[config.mk]
export PLATFORM = sky130hd
export DESIGN_NAME = fifo_read_ctrl
export DESIGN_NICKNAME = d
export VERILOG_FILES = /design/src/rtl/fifo_read_ctrl.sv
export SDC_FILE = /design/constraint.sdc
export NUM_CORES = 1
export LEC_CHECK = 0
export CAP_MARGIN = 40
export CORE_UTILIZATION = 39
export CTS_CLUSTER_DIAMETER = 200
export DETAILED_ROUTE_END_ITERATION = 8
export GPL_TIMING_DRIVEN = 0
export PLACE_DENSITY = 0.69
export SYNTH_ARGS = -nofsm -noshare
export SYNTH_HDL_FRONTEND = slang
export SYNTH_SLANG_ARGS = --single-unit
[constraint.sdc]
create_clock -name clk -period 2.16 [get_ports clk]
set_clock_uncertainty 0.05 [all_clocks]
set_input_delay 0.216 -clock clk [delete_from_list [all_inputs] [get_ports clk]]
set_output_delay 0.216 -clock clk [all_outputs]
set_load 0.005 [all_outputs]
[src/rtl/fifo_read_ctrl.sv]
// fifo_read_ctrl
// Read-side controller for the circular FIFO core. It pops words from the
// FIFO's registered read port, which returns data one cycle after rd_en. It
// stages the returned words in a 2-entry skid buffer and presents them on a
// valid/ready stream. The stream can sustain one word per cycle. A flush drains
// the FIFO and discards every word it returns.
//
// state   | meaning
// --------+---------------------------------------------------------------
// S_IDLE  | no new reads issued; buffered words still offered downstream
// S_RUN   | reads issued while skid + in-flight capacity allows
// S_FLUSH | skid empty, FIFO drained, returned data dropped, m_valid low

module fifo_read_ctrl #(
   parameter int WIDTH         = 8,
   parameter int POINTER_WIDTH = 4,
   parameter int CNT_WIDTH     = 16
) (
   input  logic                   clk,
   input  logic                   reset_n,
   input  logic                   enable,
   input  logic                   flush,
   input  logic [POINTER_WIDTH:0] fifo_count,
   input  logic [WIDTH-1:0]       fifo_rd_data,
   output logic                   fifo_rd_en,
   output logic                   m_valid,
   input  logic                   m_ready,
   output logic [WIDTH-1:0]       m_data,
   output logic                   flush_done,
   output logic                   busy,
   output logic [CNT_WIDTH-1:0]   words_out
);

   typedef enum logic [1:0] {
      S_IDLE  = 2'd0,
      S_RUN   = 2'd1,
      S_FLUSH = 2'd2
   } state_t;

   state_t           state;
   state_t           state_nxt;

   logic [WIDTH-1:0] skid0;
   logic [WIDTH-1:0] skid1;
   logic             rd_ptr;
   logic [1:0]       occ;
   logic             inflight;

   logic             fifo_avail;
   logic             handshake;
   logic [1:0]       pending;
   logic             flush_entry;
   logic             flush_exit;
   logic             wr_sel;
   logic [1:0]       occ_nxt;

   // Availability comes only from the FIFO's registered occupancy. That value
   // updates on the same edge that pops a word, so back-to-back reads cannot
   // pop more words than the FIFO holds.
   assign fifo_avail = (fifo_count != '0);
   assign pending    = occ + {1'b0, inflight};
   assign m_valid    = (occ != 2'd0) && (state != S_FLUSH);
   assign m_data     = rd_ptr ? skid1 : skid0;
   assign handshake  = m_valid && m_ready;
   assign busy       = (state != S_IDLE) || (occ != 2'd0) || inflight;

   assign flush_entry = (state != S_FLUSH) && (state_nxt == S_FLUSH);
   assign flush_exit  = (state == S_FLUSH) && (state_nxt == S_IDLE);

   // A word arriving from the FIFO goes into the slot just behind the head.
   // A push while occ==2 cannot happen, because pending never exceeds 2.
   assign wr_sel  = rd_ptr ^ occ[0];
   assign occ_nxt = occ + {1'b0, inflight} - {1'b0, handshake};

   // State register
   always_ff @(posedge clk or negedge reset_n) begin
      if (!reset_n) begin
         state <= S_IDLE;
      end else begin
         state <= state_nxt;
      end
   end

   // Next-state and FIFO pop request
   always_comb begin
      state_nxt  = state;
      fifo_rd_en = 1'b0;
      case (state)
         S_IDLE: begin
            if (flush) begin
               state_nxt = S_FLUSH;
            end else if (enable) begin
               state_nxt = S_RUN;
            end
         end
         S_RUN: begin
            // A pop is allowed when a slot is free. When the skid is full, a
            // pop is also allowed if a word leaves on this same cycle.
            fifo_rd_en = fifo_avail &&
                         ((pending < 2'd2) ||
                          ((pending == 2'd2) && handshake));
            if (flush) begin
               state_nxt = S_FLUSH;
            end else if (!enable) begin
               state_nxt = S_IDLE;
            end
         end
         S_FLUSH: begin
            fifo_rd_en = fifo_avail;
            if (!fifo_avail && !inflight && !flush) begin
               state_nxt = S_IDLE;
            end
         end
         default: begin
            state_nxt = S_IDLE;
         end
      endcase
   end

   // Read-in-flight tracker: the FIFO returns data one cycle after the pop
   always_ff @(posedge clk or negedge reset_n) begin
      if (!reset_n) begin
         inflight <= 1'b0;
      end else begin
         inflight <= fifo_rd_en;
      end
   end

   // Skid buffer occupancy and head pointer. Flush entry and the whole FLUSH
   // state keep the buffer empty. Any handshake on the entry cycle has already
   // completed downstream before the buffer clears.
   always_ff @(posedge clk or negedge reset_n) begin
      if (!reset_n) begin
         occ    <= 2'd0;
         rd_ptr <= 1'b0;
      end else if (flush_entry || (state == S_FLUSH)) begin
         occ    <= 2'd0;
         rd_ptr <= 1'b0;
      end else begin
         occ <= occ_nxt;
         if (handshake) begin
            rd_ptr <= ~rd_ptr;
         end
      end
   end

   // Skid buffer data capture; returned words are dropped while flushing
   always_ff @(posedge clk or negedge reset_n) begin
      if (!reset_n) begin
         skid0 <= '0;
         skid1 <= '0;
      end else if (inflight && !flush_entry && (state != S_FLUSH)) begin
         if (wr_sel) begin
            skid1 <= fifo_rd_data;
         end else begin
            skid0 <= fifo_rd_data;
         end
      end
   end

   // One-cycle flush_done pulse on the cycle after FLUSH exits
   always_ff @(posedge clk or negedge reset_n) begin
      if (!reset_n) begin
         flush_done <= 1'b0;
      end else begin
         flush_done <= flush_exit;
      end
   end

   // Delivered-word counter; wraps naturally and survives flushes
   always_ff @(posedge clk or negedge reset_n) begin
      if (!reset_n) begin
         words_out <= '0;
      end else if (handshake) begin
         words_out <= words_out + CNT_WIDTH'(1);
      end
   end

endmodule

== Word-level counts from Yosys, hierarchy flattened ==
Index checks and enable logic that the tools add are counted.

* Bits in writable memories: 0
* Input port bits: 18
* ROM bits: 0
* Bits in latches: 0
* Memories kept: 0
* Flip-flop bits (word level): 39

* Magnitude comparators: 1
* Reduce and logical (&&, ||, !) cells: 26
* Muxes and demuxes: 11
* Equality and inequality tests: 5
* Bitwise logic cells: 3
* $mul: 0
* Shifts and indexed selects: 0
* Add/sub/neg operators: 3
* Div/mod/pow operators: 0

{| class="wikitable"
|+ Operators with widths
! kind !! number
|-
| 16-bit by 1-bit adder with 16-bit output (second input constant) || 1
|-
| 2-bit two-way mux || 6
|-
| 1-bit logical AND || 10
|-
| 8-bit two-way mux || 1
|-
| 2-bit equality test (second input constant) || 3
|-
| 2-bit case mux with 3 select lines || 1
|-
| 2-bit nonzero test || 3
|-
| 5-bit nonzero test || 1
|-
| 1-bit logical NOT || 4
|-
| 2-bit logical NOT || 2
|-
| 1-bit logical OR || 4
|-
| 2-bit AND reduction || 2
|-
| 2-bit by 1-bit adder with 2-bit output || 1
|-
| 2-bit by 1-bit equality test with 1-bit output (second input constant) || 1
|-
| 2-bit less-than comparator (second input constant) || 1
|-
| 1-bit two-way mux || 2
|-
| 2-bit != test (second input constant) || 1
|-
| 1-bit inverter || 2
|-
| 1-bit case mux with 2 select lines || 1
|-
| 2-bit by 1-bit subtractor with 2-bit output || 1
|-
| 1-bit XOR || 1
|}

== Longest topological paths before layout ==
Gate-level depths: netlist (run 1).

* Depth after elaboration: 12
* Gate-level depth with buffers: 7
* Gate-level depth less buffers: 6

== Worst setup path before layout (run 1) ==
Ideal clock, no wire load.

* Path kind: flip-flop to flip-flop
* From: register state[1]
* To: register skid1[0]
* Data required time: 1985 ps
* Cell stages (with the launch flop): 7
* Arrival: 2065 ps
* Path slack: -80 ps
* Path through: dfrtp_1 -> inv_1 -> ha_1 -> mux2_2 -> a22o_1 -> a2111oi_4 -> mux2_2

* Longest elaborated chain between the ends: 9
* Elaborated cells on any way between the ends: 16

{| class="wikitable"
|+ Ends and longest elaborated chain
! what !! RTL line !! text
|-
| start: declaration || 40 || <nowiki>state_t state;</nowiki>
|-
| start signal: assignment || 80 || <nowiki>state <= state_nxt;</nowiki>
|-
| 2-bit two-way mux (on tied branches) || 104, 92 ||
|-
| 2-bit two-way mux (on tied branches) || 102, 90 ||
|-
| 2-bit case mux with 3 select lines || 88 || <nowiki>case (state)</nowiki>
|-
| 2-bit equality test || 67 || <nowiki>assign flush_entry = (state != S_FLUSH) && (state_nxt == S_FLUSH);</nowiki>
|-
| 1-bit logical AND || 67 ||
|-
| 1-bit logical NOT || 152 || <nowiki>end else if (inflight && !flush_entry && (state != S_FLUSH)) begin</nowiki>
|-
| 1-bit logical AND || 152 ||
|-
| 1-bit logical AND (*) || 152 ||
|-
| 2-bit AND reduction (no source line) (*) || -- ||
|-
| end signal: assignment || 154 || <nowiki>skid1 <= fifo_rd_data;</nowiki>
|-
| end: declaration || 44 || <nowiki>logic [WIDTH-1:0] skid1;</nowiki>
|}

Every way passes the cells marked *; elsewhere a longest branch is shown, timed or not.
A chain may end at the register's enable or synchronous reset.

== Final worst setup path (run 1) ==
* From: register state[0]
* To: register skid1[4]

The elaborated chain is that of the path after synthesis.

==> impl_metrics.yaml, run 1 <==
run_status:
  status: "finished with violations"
  violations: "negative setup slack"
worst_setup_path:
  cp-end-kind: "flip-flop"
  critPathMaxFanout: 8
  arrival_ps: 2370
  crit_type: "flip-flop to flip-flop"
  r2r_slack_ps: -90
  reg2reg_depth: 7
  crit_end: "skid1[4]"
  critPathMaxStageDelay_ps: 410
  reg2reg_to: "skid1[4]"
  cp_cell_sequence: "buf_6 > ha_4 > mux2_4 > a22o_4 > a2111oi_4 > buf_6 > mux2_4"
  critPathRequiredTime_ps: 2280
  startpoint: "state[0]"
  critPathSlowestCell: "dfrtp_1"
  r2r-start: "state[0]"
  crit_path_start_kind: "flip-flop"
clocking:
  cts_tree: "yes"
  cts.clk_slew.worst_paths_ps: 80
  cts-root-buf: "clkbuf_8"
  cts.sinks: 39
  clk_latency_ps: 290
  cts.path.max_buffers: 2
  htree_levels: 2
  cts_buffers: 5
placement:
  place_ws_ps: -425
  portBuffers: 45
  dp_cells: 270
  place.gp.congestion: 0.730
  hpwl_um: 2700
sta:
  slew_viol_final: 0
  grt_setup_unrepaired: "yes"
  tightestPinTransition_ps: 493
  worst_slack_ps: -87.9
  fmax_ghz: 0.445
  fin_crit_sh: 1.04
  setup_viol: 8
  hold_viol: 0
  finalCriticalPeriod_ps: 2250
  fin_setup_tns_ps: -632
  slew_headroom: 0.669
routing:
  via_count: 1398
  drt_iter0_drc: 68
  drc: 0
  dr.pass1.iters: 4
  via_per_inst: 4.87
  antenna_left: 0
  wl_per_cell_um: 13.8
  drt-total-wl_um: 3970
floorplan:
  dieHeight_um: 72.2
  core_area_um2: 4720
  start_util: 0.407
  die_x_um: 72.2
  ioPinCount: 46
  dieArea_um2: 5220
  num_rows: 25
yosys:
  postSynthAreaPerCell_um2: 12.4
  ys_seq_elements: 39
  syn_nets: 180
  synth_cell_types: 31
  synth_area_um2: 1920
  synthCells: 155
  yosysSeqAreaShare: 0.507
  yosysWarnings: 0
grt:
  grt_max_degree: 23
  grt_pass1_wl_um: 6640
  grtUsageTotal: 0.165
  antenna_found_initial: 0
  grt-ovfl-total: 0
  grt_pass1_vias: 1405
pwr:
  ir_drop_mv: 0.476
  power_mw: 3.33
  leakage_nw: 1.21
  power.density_nw_per_um2: 1180
flow_run:
  cap_violations: 0
hold_path:
  min_path_type: "input pin to asynchronous set/reset pin"
finish:
  final_common_cell: "clkdlybuf4s50_1"
  drive_above_1_share: 0.291
  num-fill-cells: 398
  finalNonFillerCells: 287
  nNetsFinal: 244
  n_antenna_cell: 0
  area_delta_synth_final_pct: 46.4
  layout_common_cells: "clkdlybuf4s50_1, dfrtp_1, mux2_4"
per-layer routing:
metal | GRT usage | share of wire | up-vias
met2 | 0.268 | 0.47 | 36
met1 | 0.214 | 0.47 | 684
met4 | 0.0523 | 0.013 | 0
met5 | 0 | 0 | -
met3 | 0.0472 | 0.052 | 6
li1 | - | - | 672
sequential cells by signal, summed over array words and instances, names as in the netlist:
signal	flops
words_out	16
skid0	8
skid1	8
occ	2
state	2
flush_done	1
inflight	1
rd_ptr	1
kinds of logic after synthesis:
kind of cell	share of synthesized area
flops	0.507
simple gates	0.111
mux	0.152
xor+xnor	0.0865
compound gates	0.0748
buf+inv	0.0234
fa+ha+maj	0.0455
cell type report:
type	instances	area, µm²	area share
Multi-Input combinational cell	106	1030	0.367
Tap cell	67	83.8	0.0298
Buffer	2	11.3	0.00400
Sequential cell	39	978	0.347
Clock buffer	8	100	0.0355
Inverter	7	28.8	0.0102
Timing Repair Buffer	58	582	0.206
metrics by stage:
stage | util | hold slack, ps | cell area (µm²)
3_3_place_gp | 0.524 | 413 | 2480
3_5_place_dp | 0.532 | 142 | 2510
4_1_cts | 0.587 | 355 | 2770
6_report | 0.597 | 352 | 2820
5_1_grt | 0.597 | 393 | 2820
2_1_floorplan | - | -130 | 1940
cell usage after synthesis:
master      n  area, µm²
dfrtp_1    39        976
mux2_2     26        293
xnor2_1    13        114
ha_1        7       87.6
inv_1       7       26.3
a21oi_1     6       30.0
nand3_1     6       30.0
xor2_1      6       52.6
nand2_1     5       18.8
nand4_1     5       31.3
and2_1      4       25.0
and3_1      3       18.8
nor2_1      3       11.3
o21ai_0     3       15.0
o41ai_1     3       26.3
buf_4       2       15.0
nor3_1      2       10.0
nor4_1      2       12.5
a2111oi_4   1       27.5
a211oi_2    1       12.5
a22o_1      1       8.76
and2b_1     1       7.51
and3b_2     1       10.0
and4_1      1       8.76
clkbuf_1    1       3.75
nor2b_1     1       6.26
o21a_1      1       7.51
o21ba_4     1       16.3
or2_2       1       6.26
or2b_2      1       8.76
or4_1       1       7.51
power by group:
group	total (mW)	internal [mW]	switching, mW	leakage [nW]
combinational	1.64	1.02	0.623	0.663
sequential	1.15	0.968	0.178	0.493
clock	0.538	0.291	0.246	0.0515
worst min-delay path by stage:
stage                        startpoint             to  slack, ps
after CTS                       reset_n         occ[1]        360
final                           reset_n       skid0[2]        350
after detailed placement        reset_n       skid0[0]        140
after floorplan                 reset_n     flush_done       -130
after global routing            reset_n       skid0[2]        390
after global placement    words_out[15]  words_out[15]        410
critical path, delay by kind of cell, from the launching register on:
kind,cells,cell delay [ps]
muxes,2,580
buffers and inverters,2,350
adders and majority gates,1,160
DFF,1,410
AOI/OAI and AO/OA,2,560
timing repair:
action	CTS	global route
resized for setup	20	15
endpoints found under the setup margin	25	23
pin swaps	5	6
endpoints found under the hold margin	17	0
setup buffers	7	2
gates cloned	0	0
hold buffers	1	0
(Power assumes the default switching activity.)
==> run 2, diff against run 1 <==
Settings changed: CORE_ASPECT_RATIO set to 2, PLACE_DENSITY 0.69 to 0.66.
==> run 2 against run 1 <==
The flow finishes with violations (negative hold slack, negative setup slack); via count increased by 2.1%; worst setup slack better by 24 ps; sequential power hardly changed; sequential cell count did not move; critical path type unchanged; largest power group unchanged; highest routed layer unchanged.
==> impl_metrics.yaml, run 2 (synthesis gave the netlist of run 1 again) <==
clocking:
  htree_levels: 2
  cts-root-buf: "clkbuf_8"
  cts.path.max_buffers: 2
  cts.clk_slew.worst_paths_ps: 80
  cts_buffers: 5
  clk_latency_ps: 290
  cts.sinks: 39
  cts_tree: "yes"
worst_setup_path:
  r2r_slack_ps: -60
  cp-end-kind: "flip-flop"
  critPathMaxFanout: 5
  reg2reg_depth: 7
  crit_type: "flip-flop to flip-flop"
  crit_path_start_kind: "flip-flop"
  reg2reg_to: "skid1[3]"
  arrival_ps: 2340
  r2r-start: "state[0]"
  critPathRequiredTime_ps: 2280
finish:
  n_antenna_cell: 0
  num-fill-cells: 404
  drive_above_1_share: 0.275
  area_delta_synth_final_pct: 43.9
  largest_reg_flops: 16
  largestRegisters: "words_out (16), skid0 (8), skid1 (8)"
  finalNonFillerCells: 273
  top_register: "words_out"
  final_common_cell: "clkdlybuf4s50_1"
  nNetsFinal: 242
  layout_common_cells: "clkdlybuf4s50_1, dfrtp_1, mux2_4"
run_status:
  violations: "negative hold slack, negative setup slack"
  status: "finished with violations"
floorplan:
  core_area_um2: 4690
  die_x_um: 51.7
  dieHeight_um: 101
  start_util: 0.411
  ioPinCount: 46
  dieArea_um2: 5240
  num_rows: 35
pwr:
  p_seq_frac: 0.334
  ir_drop_mv: 0.750
  internal_power_mw: 2.29
  leakage_nw: 1.19
  p_sw_frac: 0.320
  switching_power_mw: 1.08
  power.density_nw_per_um2: 1220
  pwr-share-comb: 0.505
  power_frac_clock: 0.160
grt:
  grt_max_degree: 40
  grt_pass1_vias: 1622
  grt-ovfl-total: 0
  grt_pass1_wl_um: 7480
  grtUsageTotal: 0.193
  antenna_found_initial: 0
flow_run:
  cap_violations: 0
placement:
  place.gp.congestion: 0.823
  hpwl_um: 3000
  dp_cells: 257
  portBuffers: 45
sta:
  hold_viol: 16
  fin_crit_sh: 1.03
  grt_setup_unrepaired: "yes"
  fin_setup_tns_ps: -774
  slew_viol_final: 0
  fmax_ghz: 0.450
  setup_viol: 17
  tightestPinTransition_ps: 876
  slew_headroom: 0.416
  fin_hold_ws_ps: -6.91
  finalCriticalPeriod_ps: 2220
  worst_slack_ps: -64.1
routing:
  dr.pass1.iters: 4
  antenna_left: 0
  via_per_inst: 5.23
  wl_per_cell_um: 16.4
  drt_iter0_drc: 20
  drc: 0
  via_count: 1428
  drt-total-wl_um: 4480
hold_path:
  min_path_type: "input pin to asynchronous set/reset pin"
run 2: worst max-delay path by stage:
stage,cells after the start,startpoint,slack (ps),endpoint
floorplan,6,state[1],-70,skid1[0]
global placement,5,enable,-400,skid1[5]
detailed placement,5,enable,-450,skid0[5]
CTS,7,state[0],-70,skid1[1]
global route,7,state[1],-100,skid1[3]
finish,7,state[0],-60,skid1[3]
run 2: repair_timing:
item                       CTS  global route
hold buffers                 0             0
setup endpoints to repair   22            19
resized for setup           31             1
buffers inserted             8             0
pin swaps                    5             3
run 2: metrics by stage:
step                setup WS, ps  power [mW]  area (µm²)  utilization  hold WS, ps
global route                -100        3.60        2770        0.591         53.7
CTS                        -70.8        3.39        2760        0.590         13.4
detailed placement          -454        2.51        2460        0.526          334
global placement            -398        2.44        2460        0.525          418
finish                     -64.1        3.37        2770        0.591        -6.91
floorplan                  -66.6        1.92        1940            -         -130
run 2: power groups by stage:
| stage | sequential [mW] | clock (mW) | combinational, mW |
|---|---|---|---|
| 2_1_floorplan | 1.10 | 0 | 0.818 |
| 3_3_place_gp | 1.12 | 0 | 1.32 |
| 3_5_place_dp | 1.14 | 0 | 1.37 |
| 4_1_cts | 1.12 | 0.563 | 1.70 |
| 5_1_grt | 1.16 | 0.597 | 1.85 |
| 6_report | 1.13 | 0.541 | 1.70 |
run 2: metal layers:
metal  share of wire  global-route usage
met4           0.019              0.0811
met3           0.036              0.0315
met5               0                   0
met1            0.38               0.206
met2            0.56               0.360
run 2: critical path, stage by stage (launching register included):
cell,delay [ps]
dfrtp_1,390
buf_6,130
ha_4,160
mux2_4,270
a22o_4,250
a2111oi_4,350
buf_6,190
mux2_4,310
run 2: cell type report:
class	instances	area, µm²	area share
repair buffers	55	542	0.196
clock buffers	7	96.3	0.0348
flip-flops and latches	39	976	0.352
inverters	7	26.3	0.00949
clock inverters	1	7.51	0.00271
multi-input cells	106	1030	0.372
well taps	55	68.8	0.0249
plain buffers	3	22.5	0.00813
==> run 3, diff against run 2 <==
Settings changed: REMOVE_ABC_BUFFERS set to 1, SLEW_MARGIN set to 20.
==> run 3 against run 2 <==
The flow finishes with violations (negative setup slack); non-clock buffer count grew 8; via count grew 3.3%; die area is the same; critical endpoint is now skid1[7]; routed wire length grew 5.9%.
==> impl_metrics.yaml, run 3 (synthesis gave the netlist of run 1 again) <==
worst_setup_path:
  crit_path_start_kind: "flip-flop"
  arrival_ps: 2330
  reg2reg_to: "skid1[7]"
  r2r_slack_ps: -50
  critPathRequiredTime_ps: 2290
  cp-end-kind: "flip-flop"
  critPathMaxFanout: 8
  crit_type: "flip-flop to flip-flop"
  reg2reg_depth: 7
  r2r-start: "state[0]"
grt:
  grtUsageTotal: 0.195
  antenna_found_initial: 0
  grt_max_degree: 32
  grt_pass1_vias: 1635
  grt-ovfl-total: 0
  grt_pass1_wl_um: 7600
routing:
  via_count: 1475
  drt-total-wl_um: 4750
  drc: 0
  via_per_inst: 5.27
  wl_per_cell_um: 17.0
  dr_wl_met3_um: 183
  drt_iter0_drc: 16
  antenna_left: 0
  drt-met1-wl_um: 1740
  dr.pass1.iters: 4
  dr_wl_met2_um: 2690
  maxUsedRoutingLayer: "met4"
finish:
  num-fill-cells: 386
  final_common_cell: "clkdlybuf4s50_1"
  finalNonFillerCells: 280
  nNetsFinal: 250
  largest_reg_flops: 16
  drive_above_1_share: 0.338
  largestRegisters: "words_out (16), skid0 (8), skid1 (8)"
  n_antenna_cell: 0
  utilization: 0.613
  area_delta_synth_final_pct: 49.3
  layout_common_cells: "clkdlybuf4s50_1, dfrtp_1, mux2_2"
  top_register: "words_out"
sta:
  setup_viol: 8
  fmax_ghz: 0.453
  hold_viol: 0
  slew_headroom: 0.673
  worst_slack_ps: -47.2
  finalCriticalPeriod_ps: 2210
  slew_viol_final: 0
  fin_hold_ws_ps: 254
  fin_crit_sh: 1.02
  tightestPinTransition_ps: 488
  grt_setup_unrepaired: "yes"
clocking:
  cts_tree: "yes"
  cts.path.max_buffers: 2
  cts_buffers: 5
  cts-root-buf: "clkbuf_8"
  cts.clk_slew.worst_paths_ps: 70
  cts.sinks: 39
  htree_levels: 2
  clk_latency_ps: 290
placement:
  dp_cells: 255
  hpwl_um: 3100
  portBuffers: 45
  place_ws_ps: -442
  place.gp.congestion: 0.768
pwr:
  pwr-share-comb: 0.527
  power.density_nw_per_um2: 1220
  power_mw: 3.52
  power_frac_clock: 0.142
  switching_power_mw: 1.18
  p_sw_frac: 0.335
  internal_power_mw: 2.34
  ir_drop_mv: 0.684
  leakage_nw: 1.22
  p_seq_frac: 0.332
floorplan:
  dieArea_um2: 5240
  die_x_um: 51.7
  ioPinCount: 46
  num_rows: 35
  dieHeight_um: 101
  core_area_um2: 4690
  start_util: 0.411
run_status:
  status: "finished with violations"
  violations: "negative setup slack"
flow_run:
  cap_violations: 0
hold_path:
  min_path_type: "input pin to asynchronous set/reset pin"
run 3: cell types whose count changed in the layout (fill, tap and decap cells not counted), moves of 2 or more:
cell,previous run,this run
buf_4,4,14
mux2_2,9,16
mux2_4,17,10
buf_6,5,2
ha_4,2,5
dfrtp_1,39,37
dfrtp_2,0,2
ha_1,4,2
nor2_1,3,1
run 3: layout make-up:
| cell class | count | area (µm²) | share of cell area |
|---|---|---|---|
| multi-input combinational | 106 | 1080 | 0.377 |
| sequential | 39 | 978 | 0.340 |
| timing repair buffer | 66 | 628 | 0.219 |
| clock buffer | 6 | 82.6 | 0.0287 |
| tap | 55 | 68.8 | 0.0239 |
| inverter | 7 | 28.8 | 0.0100 |
| clock inverter | 1 | 5.00 | 0.00174 |
run 3: how the worst max path moves through the flow:
stage / startpoint / end / slack [ps] / cells after the start
3_3_place_gp: enable / skid1[5] / -410 / 5
2_1_floorplan: state[1] / skid1[0] / -80 / 6
5_1_grt: state[0] / skid1[7] / -110 / 7
3_5_place_dp: enable / skid1[6] / -440 / 5
6_report: state[0] / skid1[7] / -50 / 7
4_1_cts: state[0] / skid1[7] / -90 / 7
run 3: power groups by stage:
stage | registers, mW | logic [mW] | clock network (mW)
finish | 1.17 | 1.85 | 0.498
global route | 1.20 | 1.99 | 0.538
CTS | 1.14 | 1.65 | 0.513
detailed placement | 1.17 | 1.29 | 0
global placement | 1.14 | 1.24 | 0
floorplan | 1.11 | 0.755 | 0
run 3: critical path, stage by stage (launching register included):
cell and delay, ps:
dfrtp_2 440, inv_4 50, ha_4 170, mux2_4 280
a22o_4 250, a2111oi_4 300, buf_6 190, mux2_2 340
run 3: routing by layer:
layer,global-route usage,vias to the layer above
met5,0,-
met4,0.0790,0
met3,0.0270,14
met2,0.361,49
met1,0.213,728
li1,-,684
run 3: stage by stage:
| stage | setup TNS (ps) | cell area, µm² |
|---|---|---|
| floorplan | -881 | 1910 |
| global placement | -10150 | 2420 |
| detailed placement | -7120 | 2450 |
| CTS | -653 | 2760 |
| global route | -863 | 2870 |
| finish | -307 | 2870 |
run 3: repair_timing:
action / CTS / global route
endpoints found under the hold margin: 8 / 0
endpoints found under the setup margin: 25 / 23
resized for setup: 18 / 25
setup buffers: 15 / 2
hold buffers: 1 / 0
pin swaps: 5 / 4
